<file path="config.mk">
export PLATFORM = sky130hd
export DESIGN_NAME = decay_interval_timer
export DESIGN_NICKNAME = d
export VERILOG_FILES = /design/src/rtl/decay_interval_timer_pkg.sv /design/src/rtl/decay_interval_timer.sv
export SDC_FILE = /design/constraint.sdc
export NUM_CORES = 1
export LEC_CHECK = 0
export CORE_UTILIZATION = 53
export DETAILED_ROUTE_END_ITERATION = 16
export PLACE_DENSITY = 0.78
export SLEW_MARGIN = 20
export SYNTH_ARGS = -nofsm -noshare
export SYNTH_HDL_FRONTEND = slang
export SYNTH_SLANG_ARGS = --single-unit
export TNS_END_PERCENT = 10
</file>
<file path="constraint.sdc">
create_clock -name clk -period 3.1 [get_ports clk]
set_clock_uncertainty 0.05 [all_clocks]
set_input_delay 0.31 -clock clk [delete_from_list [all_inputs] [get_ports clk]]
set_output_delay 0.31 -clock clk [all_outputs]
set_load 0.02 [all_outputs]
</file>
<file path="src/rtl/decay_interval_timer_pkg.sv">
// Shared definitions for the muon-decay interval timer and the histogram logic that consumes its results.
package decay_interval_timer_pkg;

   typedef enum logic [1:0] {
      ST_IDLE  = 2'd0,
      ST_ARMED = 2'd1,
      ST_HOLD  = 2'd2
   } dit_state_e;

   localparam int DIT_COUNT_W   = 16;
   localparam int DIT_WINDOW    = 20000;
   localparam int DIT_DEAD_TIME = 4;
   localparam int DIT_MISS_W    = 8;

endpackage

</file>
<file path="src/rtl/decay_interval_timer.sv">
// Turns start/stop coincidence pulse pairs into interval measurements on a valid/ready port,
// with a timeout flag and a saturating missed-event counter.
module decay_interval_timer
   import decay_interval_timer_pkg::*;
#(
   parameter int COUNT_W   = DIT_COUNT_W,
   parameter int WINDOW    = DIT_WINDOW,
   parameter int DEAD_TIME = DIT_DEAD_TIME,
   parameter int MISS_W    = DIT_MISS_W
) (
   input  logic               clk,
   input  logic               rst_n,
   input  logic               event_pulse,
   output logic [COUNT_W-1:0] interval,
   output logic               interval_valid,
   input  logic               interval_ready,
   output logic               timeout_pulse,
   output logic               busy,
   output logic [MISS_W-1:0]  missed_count
);

   localparam logic [COUNT_W-1:0] CNT_ZERO = {COUNT_W{1'b0}};
   localparam logic [COUNT_W-1:0] CNT_ONE  = COUNT_W'(1);
   localparam logic [COUNT_W-1:0] DEAD_C   = COUNT_W'(DEAD_TIME);
   localparam logic [COUNT_W-1:0] WIN_LAST = COUNT_W'(WINDOW - 1);
   localparam logic [MISS_W-1:0]  MISS_MAX = {MISS_W{1'b1}};
   localparam logic [MISS_W-1:0]  MISS_ONE = MISS_W'(1);

   dit_state_e         state_q, state_d;
   logic [COUNT_W-1:0] cnt_q, cnt_d;
   logic [COUNT_W-1:0] interval_q, interval_d;
   logic               valid_q, valid_d;
   logic               timeout_q, timeout_d;
   logic               busy_q, busy_d;
   logic [MISS_W-1:0]  missed_q, missed_d;
   logic               handshake_s;

   // Next-state, counter, capture and bookkeeping.
   // A start loads 1 so the counter always equals cycles elapsed since the start cycle.
   always_comb begin
      state_d     = state_q;
      cnt_d       = cnt_q;
      interval_d  = interval_q;
      timeout_d   = 1'b0;
      missed_d    = missed_q;
      handshake_s = valid_q & interval_ready;

      case (state_q)
         ST_IDLE: begin
            if (event_pulse) begin
               state_d = ST_ARMED;
               cnt_d   = CNT_ONE;
            end else begin
               cnt_d   = CNT_ZERO;
            end
         end
         ST_ARMED: begin
            // An accepted stop takes priority over the timeout in the same cycle.
            if (event_pulse && (cnt_q >= DEAD_C)) begin
               state_d    = ST_HOLD;
               interval_d = cnt_q;
               cnt_d      = CNT_ZERO;
            end else if (cnt_q == WIN_LAST) begin
               state_d    = ST_IDLE;
               timeout_d  = 1'b1;
               cnt_d      = CNT_ZERO;
            end else begin
               cnt_d      = cnt_q + CNT_ONE;
            end
         end
         ST_HOLD: begin
            if (handshake_s) begin
               if (event_pulse) begin
                  state_d = ST_ARMED;
                  cnt_d   = CNT_ONE;
               end else begin
                  state_d = ST_IDLE;
               end
            end else if (event_pulse && (missed_q != MISS_MAX)) begin
               missed_d = missed_q + MISS_ONE;
            end else begin
               missed_d = missed_q;
            end
         end
         default: begin
            state_d = ST_IDLE;
            cnt_d   = CNT_ZERO;
         end
      endcase

      valid_d = (state_d == ST_HOLD);
      busy_d  = (state_d != ST_IDLE);
   end

   // State, counter, capture register and registered outputs.
   always_ff @(posedge clk or negedge rst_n) begin
      if (!rst_n) begin
         state_q    <= ST_IDLE;
         cnt_q      <= CNT_ZERO;
         interval_q <= CNT_ZERO;
         valid_q    <= 1'b0;
         timeout_q  <= 1'b0;
         busy_q     <= 1'b0;
         missed_q   <= {MISS_W{1'b0}};
      end else begin
         state_q    <= state_d;
         cnt_q      <= cnt_d;
         interval_q <= interval_d;
         valid_q    <= valid_d;
         timeout_q  <= timeout_d;
         busy_q     <= busy_d;
         missed_q   <= missed_d;
      end
   end

   assign interval       = interval_q;
   assign interval_valid = valid_q;
   assign timeout_pulse  = timeout_q;
   assign busy           = busy_q;
   assign missed_count   = missed_q;

endmodule

</file>
==> summary.md <==
| Metric | Value |
|---|---|
| Status | completed |
| Synth Flop Type | dfrtp_1 |
| Critical Path Sink Type | register |
| Crit-path max FO | 10 |
| Multi-input logic area | 950 um2 |
| # nets final | 231 |
| Final WL | 4670 um |
| Reg2Reg Depth | 5 |
| Fin. max-slew vios | 0 |
| DR DRC count | 0 |
| Initial Util | 56.7% |
| Clock latency on the worst-skew pair | 0.30 ns |
| Mapped Cells | 191 |
| Per-cell routed wire length | 17.1 um |
| H-tree levels | 2 |
| Antenna violations before repair | 0 |
| Slowest stage delay, CP | 0.58 ns |
| ANT cells | 0 |
| Crit Reg-Reg Endpoint | cnt_q[5] |
| Final TNS setup | 0 ns |
| R2r startpoint | cnt_q[8] |
| Critical path class | reg -> reg |
| WP data required | 3.25 ns |
| Sequential cell area | 1130 um2 |
| CTS Hold Bufs | 0 |
| Crit path launch | cnt_q[8] |
| Row count | 22 |
| Core footprint | 3770 um2 |
| Post-cts sizing count | 0 |
| CTS sink count | 45 |
| Vias | 1,730 |
| Total global-route track usage | 24.2% |
| VDD IR-drop max | 0.438 mV |
| LEAKAGE | 1.15 nW |
| Setup Fix Bufs, Post-CTS | 0 |
| Crit start category | register |
| Critical Path AT | 2.67 ns |
| Worst-path cell chain | or4_1 -> o41ai_2 -> buf_4 -> nand3_1 -> o31ai_1 |
| Rel. slew slack | 42.4% |
| Initial DRC Count | 75 |
| GPL Wtd Cong | 0.901 |
| Synthesized area | 2140 um2 |
| Overflow after GRT | 0 |
| Setup violators final | 0 |
| Net Count, Synth | 198 |
| Die Y-Extent | 65.5 um |
| TritonRoute pass-1 iters | 4 |
| Most common cell after layout, fill and taps aside | dfrtp_1 |
| Design Power | 0.00179 W |
| Setup crit end | cnt_q[5] |
| RSZ-0062 raised after global routing | no |
| Hold depth | 1 |
| CTS tree | done |
| Share of post-route cells with drive strength above 1 | 11.1% |
| Clock slew at the register clock pins of the worst setup and hold paths | 0.09 ns |
| Yosys cell types | 42 |
| Total CTS buffers | 5 |
| Commonest non-fill, non-tap cells in the layout | 45 x dfrtp_1, 29 x clkdlybuf4s50_1, 15 x nand2_1 |
| P per Cell Area | 686 nW/um2 |
| First-pass GRT wire length | 7720 um |
| Hold Crit Class | reg -> reg |
| Worst-Margin Slew | 0.858 ns |
| # IOs | 31 |
| Port buffer count | 30 |
| Vias in the first global route | 1,603 |
| DP HPWL | 3200 um |
| Max cap viols | 0 |
| Synth Warn # | 0 |
| Slowest stage cell, crit path | or4_1 |
| Final Hold Vio Count | 0 |
| Drt via density | 6.34 |
| Post-synthesis register bit count | 45 |
| Fmax | 397 MHz |
| Area grow syn2layout | 21.9% |
| Largest net degree at the start of global routing | 46 |
| Die Wd | 65.5 um |
| Final ANT Viol Nets | 0 |
| Fin crit share | 81.4% |
| Post-synthesis sequential area ratio | 52.7% |
| Clock root cell | clkbuf_8 |
| Maximum clock insertion buffer count | 2 |
| Fillers | 271 |
| Syn Area/Cell | 11.2 um2 |
| Post-route minimum period | 2.52 ns |
| Post-synth EDFFs | 0 |
| R2r setup slk | 0.58 ns |
| Total die area | 4290 um2 |
| Asr flop ratio synth | 100% |
-- synth_stat cells, types with 2 or more instances --
cell type / count / area (um2)
o31ai_1: 5 / 37.5
mux2_1: 7 / 78.8
or4_1: 5 / 37.5
a41oi_1: 2 / 17.5
xnor2_1: 6 / 52.6
nor2_1: 5 / 18.8
and2_1: 2 / 12.5
xor2_1: 2 / 17.5
dfrtp_1: 45 / 1130
ha_1: 3 / 37.5
o211ai_1: 3 / 22.5
or3_1: 5 / 31.3
and4_1: 5 / 43.8
nand2b_1: 2 / 12.5
a32oi_1: 2 / 17.5
nand3_1: 6 / 30.0
a31oi_1: 2 / 12.5
nand2_1: 15 / 56.3
a21oi_1: 8 / 40.0
inv_1: 5 / 18.8
nand4_1: 9 / 56.3
o21ai_0: 9 / 45.0
and3_1: 5 / 31.3
nor2b_1: 2 / 12.5
mux2_2: 10 / 113
clkbuf_1: 5 / 18.8
-- worst min-delay path by stage --
stage              endpoint    startpoint  slack (ns)
2_1_floorplan          busy         rst_n       -0.04
3_3_place_gp   interval[14]  interval[14]        0.43
3_5_place_dp   interval[10]  interval[10]        0.43
4_1_cts        interval[10]         rst_n        0.16
5_1_grt        interval[12]  interval[12]        0.48
6_report       interval[10]  interval[10]        0.45
-- critical path, delay by kind of cell (launching register included) --
family                 cells  cell delay, ns
DFF                        1            0.45
AOI/OAI and AO/OA          2            0.82
buffers and inverters      1            0.24
and+or+nand+nor            2            0.86
-- final cells by class --
| type | count | share of cell area, % |
|---|---|---|
| clock buffer | 6 | 3.17 |
| clock inverter | 2 | 1.44 |
| inverter | 5 | 0.720 |
| multi-input combinational | 133 | 36.5 |
| sequential | 45 | 43.2 |
| tap | 48 | 2.31 |
| timing repair buffer | 34 | 12.7 |
-- stage by stage --
step	utilization, %	hold WS (ns)	area (um2)	instances	worst slack [ns]
6_report	69.1	0.450	2610	273	0.578
5_1_grt	69.1	0.481	2610	273	0.407
4_1_cts	68.7	0.157	2590	272	0.577
3_5_place_dp	65.6	0.435	2470	264	0.619
3_3_place_gp	65.6	0.428	2470	264	0.710
2_1_floorplan	-	-0.0356	2140	191	0.823
-- where the power goes --
| part | switching [W] | internal [W] | total, W |
|---|---|---|---|
| Clock | 0.000201 | 0.000262 | 0.000463 |
| Combinational | 0.000321 | 0.000236 | 0.000557 |
| Sequential | 0.0000969 | 0.000671 | 0.000768 |
| Total | 0.000619 | 0.00117 | 0.00179 |
-- flip-flops by register name (all words and copies together), names as in the netlist --
signal and count:
cnt_q 16, interval 16, missed_count 8, state_q 2, busy 1, interval_valid 1
timeout_pulse 1
-- logic make-up after synthesis --
group                    Yosys count  share of synthesized area (%)
AO/OA/AOI/OAI                     40                           12.9
adder cells (fa/ha/maj)            3                           1.76
multiplexers                      17                           8.96
XOR/XNOR                           8                           3.28
AND/OR/NAND/NOR                   65                           17.5
flip-flops                        45                           52.7
buffers and inverters             13                           2.87
-- metal layers --
layer | GRT usage (%) | part of all wire [%] | wire length, um
met1 | 31.2 | 42 | 1970
met2 | 40.6 | 51 | 2370
met3 | 5.38 | 5.8 | 271
met4 | 7.07 | 1.4 | 64
met5 | 0 | 0 | 0
Note: power is estimated with default switching activity, not from simulation.
